`src/rtl/parking_occupancy_counter_if.sv`:
```
// Gate-side signal bundle for the parking occupancy counter: raw photo-sensor
// beams towards the counter, occupancy status and passage strobes back out.
interface parking_occupancy_counter_if #(
  parameter int CW = 6
);
  logic          sensor_a;
  logic          sensor_b;
  logic [CW-1:0] count;
  logic          full;
  logic          empty;
  logic          enter_pulse;
  logic          exit_pulse;

  // Sensor/gate side: drives beams, observes occupancy.
  modport master (
    output sensor_a, sensor_b,
    input  count, full, empty, enter_pulse, exit_pulse
  );

  // Counter side: receives beams, reports occupancy.
  modport slave (
    input  sensor_a, sensor_b,
    output count, full, empty, enter_pulse, exit_pulse
  );
endinterface

```
`src/rtl/parking_occupancy_counter.sv`:
```
// Parking lot occupancy counter. Two beams (A outer, B inner) are synchronised,
// a direction FSM recognises full enter/exit passages, and a saturating count
// in 0..MAX_COUNT is maintained with registered one-cycle passage strobes.
module parking_occupancy_counter #(
  parameter int MAX_COUNT = 25,
  parameter int CW        = 6
) (
  input  logic                          clk,
  input  logic                          reset_n,
  parking_occupancy_counter_if.slave    bus
);

  localparam logic [CW-1:0] MAX_C = CW'(MAX_COUNT);

  typedef enum logic [2:0] {
    IDLE,
    EN1,
    EN2,
    EN3,
    EX1,
    EX2,
    EX3,
    ABORT
  } state_t;

  logic          a_meta, b_meta;
  logic          a_s, b_s;
  logic [1:0]    ab;
  state_t        state_q, state_d;
  logic          enter_evt, exit_evt;
  logic [CW-1:0] count_q;
  logic          enter_q, exit_q;

  // Two-flop synchronisers for the asynchronous beam inputs.
  always_ff @(posedge clk or negedge reset_n) begin
    if (!reset_n) begin
      a_meta <= 1'b0;
      b_meta <= 1'b0;
      a_s    <= 1'b0;
      b_s    <= 1'b0;
    end else begin
      a_meta <= bus.sensor_a;
      b_meta <= bus.sensor_b;
      a_s    <= a_meta;
      b_s    <= b_meta;
    end
  end

  assign ab = {a_s, b_s};

  // Direction FSM state register.
  always_ff @(posedge clk or negedge reset_n) begin
    if (!reset_n) begin
      state_q <= IDLE;
    end else begin
      state_q <= state_d;
    end
  end

  // Next-state decode; a passage is recognised on the final step back to 00.
  always_comb begin
    state_d   = state_q;
    enter_evt = 1'b0;
    exit_evt  = 1'b0;
    unique case (state_q)
      IDLE: begin
        unique case (ab)
          2'b10: state_d = EN1;
          2'b01: state_d = EX1;
          2'b11: state_d = ABORT;
          default: state_d = IDLE;
        endcase
      end
      EN1: begin
        unique case (ab)
          2'b11: state_d = EN2;
          2'b00: state_d = IDLE;
          2'b01: state_d = ABORT;
          default: state_d = EN1;
        endcase
      end
      EN2: begin
        unique case (ab)
          2'b01: state_d = EN3;
          2'b10: state_d = EN1;
          2'b00: state_d = ABORT;
          default: state_d = EN2;
        endcase
      end
      EN3: begin
        unique case (ab)
          2'b00: begin
            state_d   = IDLE;
            enter_evt = 1'b1;
          end
          2'b11: state_d = EN2;
          2'b10: state_d = ABORT;
          default: state_d = EN3;
        endcase
      end
      EX1: begin
        unique case (ab)
          2'b11: state_d = EX2;
          2'b00: state_d = IDLE;
          2'b10: state_d = ABORT;
          default: state_d = EX1;
        endcase
      end
      EX2: begin
        unique case (ab)
          2'b10: state_d = EX3;
          2'b01: state_d = EX1;
          2'b00: state_d = ABORT;
          default: state_d = EX2;
        endcase
      end
      EX3: begin
        unique case (ab)
          2'b00: begin
            state_d  = IDLE;
            exit_evt = 1'b1;
          end
          2'b11: state_d = EX2;
          2'b01: state_d = ABORT;
          default: state_d = EX3;
        endcase
      end
      ABORT: begin
        if (ab == 2'b00) state_d = IDLE;
      end
      default: state_d = IDLE;
    endcase
  end

  // Saturating occupancy count and registered passage strobes.
  always_ff @(posedge clk or negedge reset_n) begin
    if (!reset_n) begin
      count_q <= '0;
      enter_q <= 1'b0;
      exit_q  <= 1'b0;
    end else begin
      enter_q <= enter_evt;
      exit_q  <= exit_evt;
      if (enter_evt && (count_q < MAX_C)) begin
        count_q <= count_q + 1'b1;
      end else if (exit_evt && (count_q != '0)) begin
        count_q <= count_q - 1'b1;
      end
    end
  end

  assign bus.count       = count_q;
  assign bus.full        = (count_q == MAX_C);
  assign bus.empty       = (count_q == '0);
  assign bus.enter_pulse = enter_q;
  assign bus.exit_pulse  = exit_q;

endmodule

```
`src/flat_wrapper.sv`:
```
// flat-port wrapper written by rule: the top's interface ports become plain ports
module parking_occupancy_counter_flat 
#(
  parameter int MAX_COUNT = 25,
  parameter int CW        = 6
)
  (clk, reset_n, bus_sensor_a, bus_sensor_b, bus_count, bus_full, bus_empty, bus_enter_pulse, bus_exit_pulse);
  parking_occupancy_counter_if #(.CW(CW)) bus_i ();
  input  logic clk;
  input  logic reset_n;
  input wire logic [$bits(bus_i.sensor_a)-1:0] bus_sensor_a;
  input wire logic [$bits(bus_i.sensor_b)-1:0] bus_sensor_b;
  output wire logic [$bits(bus_i.count)-1:0] bus_count;
  output wire logic [$bits(bus_i.full)-1:0] bus_full;
  output wire logic [$bits(bus_i.empty)-1:0] bus_empty;
  output wire logic [$bits(bus_i.enter_pulse)-1:0] bus_enter_pulse;
  output wire logic [$bits(bus_i.exit_pulse)-1:0] bus_exit_pulse;
  assign bus_i.sensor_a = bus_sensor_a;
  assign bus_i.sensor_b = bus_sensor_b;
  assign bus_count = bus_i.count;
  assign bus_full = bus_i.full;
  assign bus_empty = bus_i.empty;
  assign bus_enter_pulse = bus_i.enter_pulse;
  assign bus_exit_pulse = bus_i.exit_pulse;
  parking_occupancy_counter #(.MAX_COUNT(MAX_COUNT), .CW(CW)) u_core (.clk(clk), .reset_n(reset_n), .bus(bus_i));
endmodule
```
`config.mk`:
```
export PLATFORM = sky130hd
export DESIGN_NAME = parking_occupancy_counter_flat
export DESIGN_NICKNAME = d
export VERILOG_FILES = /design/src/rtl/parking_occupancy_counter_if.sv /design/src/rtl/parking_occupancy_counter.sv /design/src/flat_wrapper.sv
export SDC_FILE = /design/constraint.sdc
export NUM_CORES = 1
export LEC_CHECK = 0
export ABC_AREA = 1
export CORE_MARGIN = 10
export CORE_UTILIZATION = 45
export CTS_CLUSTER_DIAMETER = 120
export DETAILED_ROUTE_END_ITERATION = 8
export PLACE_DENSITY_LB_ADDON = 0.12
export SLEW_MARGIN = 10
export SYNTH_ARGS = -nofsm -noshare
export SYNTH_HDL_FRONTEND = slang
export SYNTH_SLANG_ARGS = --single-unit
```
`constraint.sdc`:
```
create_clock -name clk -period 2.6 [get_ports clk]
set_clock_uncertainty 0.05 [all_clocks]
set_input_delay 0.52 -clock clk [delete_from_list [all_inputs] [get_ports clk]]
set_output_delay 0.52 -clock clk [all_outputs]
set_load 0.01 [all_outputs]
```
Yosys cells after proc, flatten, opt, wreduce, memory -nomap -nowiden
Cells that the tools add are included.
{"block": "op_classes", "addsub": 2, "magnitude_cmp": 1, "eq_ne": 12, "mux": 14, "reduce_logical": 7}
{"cell": "one-hot mux 3 bit (3 select lines)", "n": 6}
{"cell": "one-hot mux 3 bit (8 select lines)", "n": 1}
{"cell": "equality test 3 bit (second input constant)", "n": 4}
{"cell": "2-to-1 mux 6 bit", "n": 2}
{"cell": "adder 6 x 1 -> 6 bit (second input constant)", "n": 1}
{"cell": "equality test 3 x 2 -> 1 bit (second input constant)", "n": 2}
{"cell": "equality test 6 x 5 -> 1 bit (second input constant)", "n": 1}
{"cell": "logical NOT 6 bit", "n": 1}
{"cell": "less-than comparator 6 x 5 -> 1 bit (second input constant)", "n": 1}
{"cell": "one-hot mux 2 bit (3 select lines)", "n": 1}
{"cell": "nonzero test 6 bit", "n": 1}
{"cell": "subtractor 6 x 1 -> 6 bit (second input constant)", "n": 1}
{"cell": "equality test 2 bit (second input constant)", "n": 2}
{"cell": "equality test 3 x 1 -> 1 bit (second input constant)", "n": 1}
{"cell": "logical NOT 3 bit", "n": 1}
{"cell": "2-to-1 mux 1 bit", "n": 3}
{"cell": "2-to-1 mux 3 bit", "n": 1}
{"cell": "equality test 2 x 1 -> 1 bit (second input constant)", "n": 1}
{"cell": "logical AND 1 bit", "n": 2}
{"cell": "logical NOT 2 bit", "n": 1}
{"cell": "inequality test 2 x 1 -> 1 bit (second input constant)", "n": 1}
{"cell": "nonzero test 2 bit", "n": 1}
{"block": "totals", "reg_bits": 15, "inputBits": 4, "out_inout_bits": 10, "elab_cells": 44}

Logic depth before layout (Yosys ltp)
Gate-level depths: netlist of run 1.
{"block": "depth", "word_depth": 6, "depth_mapped": 14, "depth_no_buf": 14}

Least setup slack after synthesis of run 1
OpenSTA, ideal clock, no wires.
{"block": "synth_timing", "kind": "register to register", "from": "reg u_core.b_s", "to": "reg u_core.count_q[5] (netlist: u_core.bus.count[5])", "setup_ns": 0.118, "arrival_ns": 1.973, "required_time_ns": 2.432, "slack_ns": 0.458, "path_stages_with_launch": 15, "path_buffers": 0, "period_less_slack_ns": 2.142, "path_cell_list": "dfrtp_1 inv_1 ha_1 inv_1 nor3_4 nand2_4 ha_1 nand2_1 nand2_1 nand2_1 nand2_1 nor2_1 nand2_2 nand2_1 nand2_1"}
{"block": "synth_via", "elab_chain_len": 5, "elab_cells_between_ends": 8, "classes_between": "mux (4); reduce/logical (4)"}
{"element": "from (decl)", "line": "parking_occupancy_counter.sv:27", "source": "logic a_s, b_s;"}
{"element": "from (signal assigned)", "line": "parking_occupancy_counter.sv:45", "source": "b_s <= b_meta;"}
{"element": "logical NOT 2 bit *", "line": "parking_occupancy_counter.sv:91", "source": "unique case (ab)"}
{"element": "2-to-1 mux 1 bit *", "line": "parking_occupancy_counter.sv:91"}
{"element": "2-to-1 mux 1 bit *", "line": "parking_occupancy_counter.sv:65", "source": "unique case (state_q)"}
{"element": "net u_core.enter_evt", "line": "parking_occupancy_counter.sv:30", "source": "logic enter_evt, exit_evt;"}
{"element": "logical AND 1 bit *", "line": "parking_occupancy_counter.sv:144", "source": "if (enter_evt && (count_q < MAX_C)) begin"}
{"element": "2-to-1 mux 6 bit / nonzero test 2 bit (equally long branches)"}
{"element": "to (signal assigned)", "line": "parking_occupancy_counter.sv:145", "source": "count_q <= count_q + 1'b1;"}
{"element": "to (signal assigned)", "line": "parking_occupancy_counter.sv:147", "source": "count_q <= count_q - 1'b1;"}
{"element": "to (decl)", "line": "parking_occupancy_counter.sv:31", "source": "logic [CW-1:0] count_q;"}
The timed path passes the listed nets; every way through them passes the cells marked *.
A chain may end at the register's enable or synchronous reset.

Worst setup path in the final report of run 1
{"block": "layout_timing", "from": "reg u_core.b_s", "to": "reg u_core.count_q[4] (netlist: u_core.bus.count[4])"}
The elaborated chain is that of the path after synthesis.

==> flow_summary.ini, run 1 <==
[floorplan]
coreArea_mm2 = 0.00225
die_area_mm2 = 0.00478
ioPinCount = 14
die_h_um = 69.1
row_count = 17
initial_core_util_pct = 48.2
die_w_um = 69.1

[logic_synthesis]
synthAdderAreaFrac_pct = 14.5
synth_top_family_by_area = simple AND/OR/NAND/NOR gates
syn_nets = 152
synthXorXnorAreaFrac_pct = 3.11
synthSimpleGateAreaFrac_pct = 35.1
synth.area.mux_share_pct = 0
synth_area_leaders = dfrtp_1, ha_1, nand2_1, nor2_1, inv_1
synth_top_cell_by_area = dfrtp_1
ys_types = 24
synth_top_area_share_pct = 34.6
ys.flop_type = dfrtp_1
synth-edff-count = 0
netlist_instances = 136
ys_seq_elements = 15
ys_seq_area_share_pct = 34.6
synth_async_sr_flop_share_pct = 100
yosys_warnings = 0
avgSynthCellArea_um2 = 7.99
syn_area_mm2 = 0.00109
synth_compound_area_share_pct = 4.72

[global_route]
grt_max_degree = 16
grt_pass1_wl_mm = 3.96
grt_usage_pct = 9.36
antenna_found_initial = 0
grt_pass1_vias = 867
gr-total-overflow = 0

[layout]
fin_cells = 181
nNetsFinal = 170
n_fill_cell = 200
seq_area_um2 = 375
multiInputGateArea_um2 = 639
drive_gt1_share_pct = 10.5
area_growth_pct = 19.6
diodes = 0

[sta]
fmax_mhz = 426
worst_pin_slew_ns = 0.660
fin_setup_tns_ns = 0
setup_violations = 0
setup_ws_ns = 0.253
slew_violations = 0
rsz0062_at_grt = no
hold_viol = 0
min_period_over_period_pct = 90.3
max_slew_margin_pct = 55.9
finalCriticalPeriod_ns = 2.35

[placement]
place_inst = 175
io_buffers = 13
routabilityCongestion = 0.868
dp_slack_ns = 0.227
dp_hpwl_mm = 1.71

[power_and_ir_drop]
p_per_area_mw_per_mm2 = 1000
ir_drop_mv = 0.667
power_leakage_nw = 0.655

[hold_path]
hold_class = register to register

[clock_network]
cts_htree_levels = 1
ctsHoldBuffers = 0
cts_tree = done
clkSlewWorstSetupHoldPaths_ns = 0.09
cts_buffer_depth = 2
insertion_delay_ns = 0.29
cts_inserted_buffers = 3
cts_num_sinks = 15
cts_root_buf = clkbuf_4

[detailed_routing]
routed_wl_mm = 2.24
ant_nets = 0
dr_total_vias = 919
drcViolationCount = 0
wl_per_cell_um = 12.3
dr.pass1.iters = 4
viasPerCell = 5.08
drt_iter0_markers = 58

[run]
maxCapViolations = 0

[setup_path]
crit_arrival_ns = 2.48
required_ns = 2.73
critPathKind = register to register
end_kind = register
start_kind = register
critPathMaxFanout = 6

[run_status]
status = complete, no violations
[state kept, by name, summed over array words and instances, names as in the netlist]
register                count
u_core.bus.exit_pulse       1
u_core.b_s                  1
u_core.b_meta               1
u_core.a_meta               1
u_core.state_q              3
u_core.bus.enter_pulse      1
u_core.bus.count            6
u_core.a_s                  1
[cell type report]
cell class / count / area share (%)
flip-flops and latches: 15 / 28.9
inverters: 17 / 4.91
clock buffers: 3 / 1.73
multi-input cells: 102 / 49.2
well taps: 28 / 2.70
repair buffers: 15 / 12.1
clock inverters: 1 / 0.385
[where the power goes]
group | leakage, nW | internal (W) | switching, W
combinational | 0.452 | 0.000327 | 0.000408
clock | 0.0177 | 0.0000572 | 0.0000763
sequential | 0.185 | 0.000303 | 0.000128
[cell families after synthesis]
logic type / Yosys count
simple gates: 78
flops: 15
xor+xnor: 3
fa+ha+maj: 12
compound gates: 9
buf+inv: 19
[worst paths after layout]
check / start / end / slack (ns) / cells after the start
hold / removal: u_core.b_meta / u_core.b_s / 0.31 / 0
setup / recovery: u_core.b_s / u_core.bus.count[4] / 0.25 / 12
min in group asynchronous: reset_n / u_core.bus.count[2] / 0.58 / 1
hold reg to reg: u_core.b_meta / u_core.b_s / 0.31 / 0
setup reg to reg: u_core.b_s / u_core.bus.count[4] / 0.25 / 12
max in group asynchronous: reset_n / u_core.bus.count[5] / 1.50 / 1
[per-layer routing]
layer	GRT usage, %	up-vias	part of all wire (%)
li1	-	475	-
met1	12.5	416	48
met2	13.8	26	44
met3	4.28	2	7.5
met4	0.665	0	0.089
met5	0	-	0
[synthesized netlist by cell type (3+ instances only)]
library cell	number
nor3_1	5
nand4_1	7
ha_1	11
nand3_1	11
nor2_1	18
dfrtp_1	15
a21oi_1	3
inv_1	16
nand2_1	30
[stage by stage]
stage          util, %  hold WS (ns)  instance area, um^2  power (W)
2_1_floorplan        -         0.174                 1090   0.000934
3_3_place_gp      54.5         0.284                 1230    0.00114
3_5_place_dp      54.5         0.288                 1230    0.00114
4_1_cts           55.7         0.311                 1260    0.00128
5_1_grt           57.6         0.332                 1300    0.00145
6_report          57.6         0.307                 1300    0.00130
[layout by cell type, fill, tap and decap left out, types with 3 or more instances in the layout]
master           count
nand4_1              7
inv_1               16
clkdlybuf4s50_1     13
nor3_1               5
nand3_1             11
a21oi_1              3
clkbuf_4             3
nand2_1             30
nor2_1              18
dfrtp_1             15
ha_1                 9
[what timing repair did]
item                                    4_1_cts  5_1_grt
endpoints found under the setup margin        0        1
resized for setup                             0        2
buffers inserted                              0        2
[worst max-delay path, cell delays in order (launching register included)]
cell	delay, ns
dfrtp_1	0.43
inv_1	0.14
ha_1	0.24
inv_1	0.11
nor3_4	0.22
nand2_4	0.10
buf_12	0.15
fa_1	0.41
nand3_1	0.09
nand2_1	0.07
xor2_1	0.14
nand2_1	0.06
nand2_1	0.04
Note: power is estimated with default switching activity, not from simulation.
==> run 2: changes to the inputs <==
- CAP_MARGIN: not set -> 0
==> results of run 2 <==
The final DEF is identical to that of run 1; final timing and power are the same.
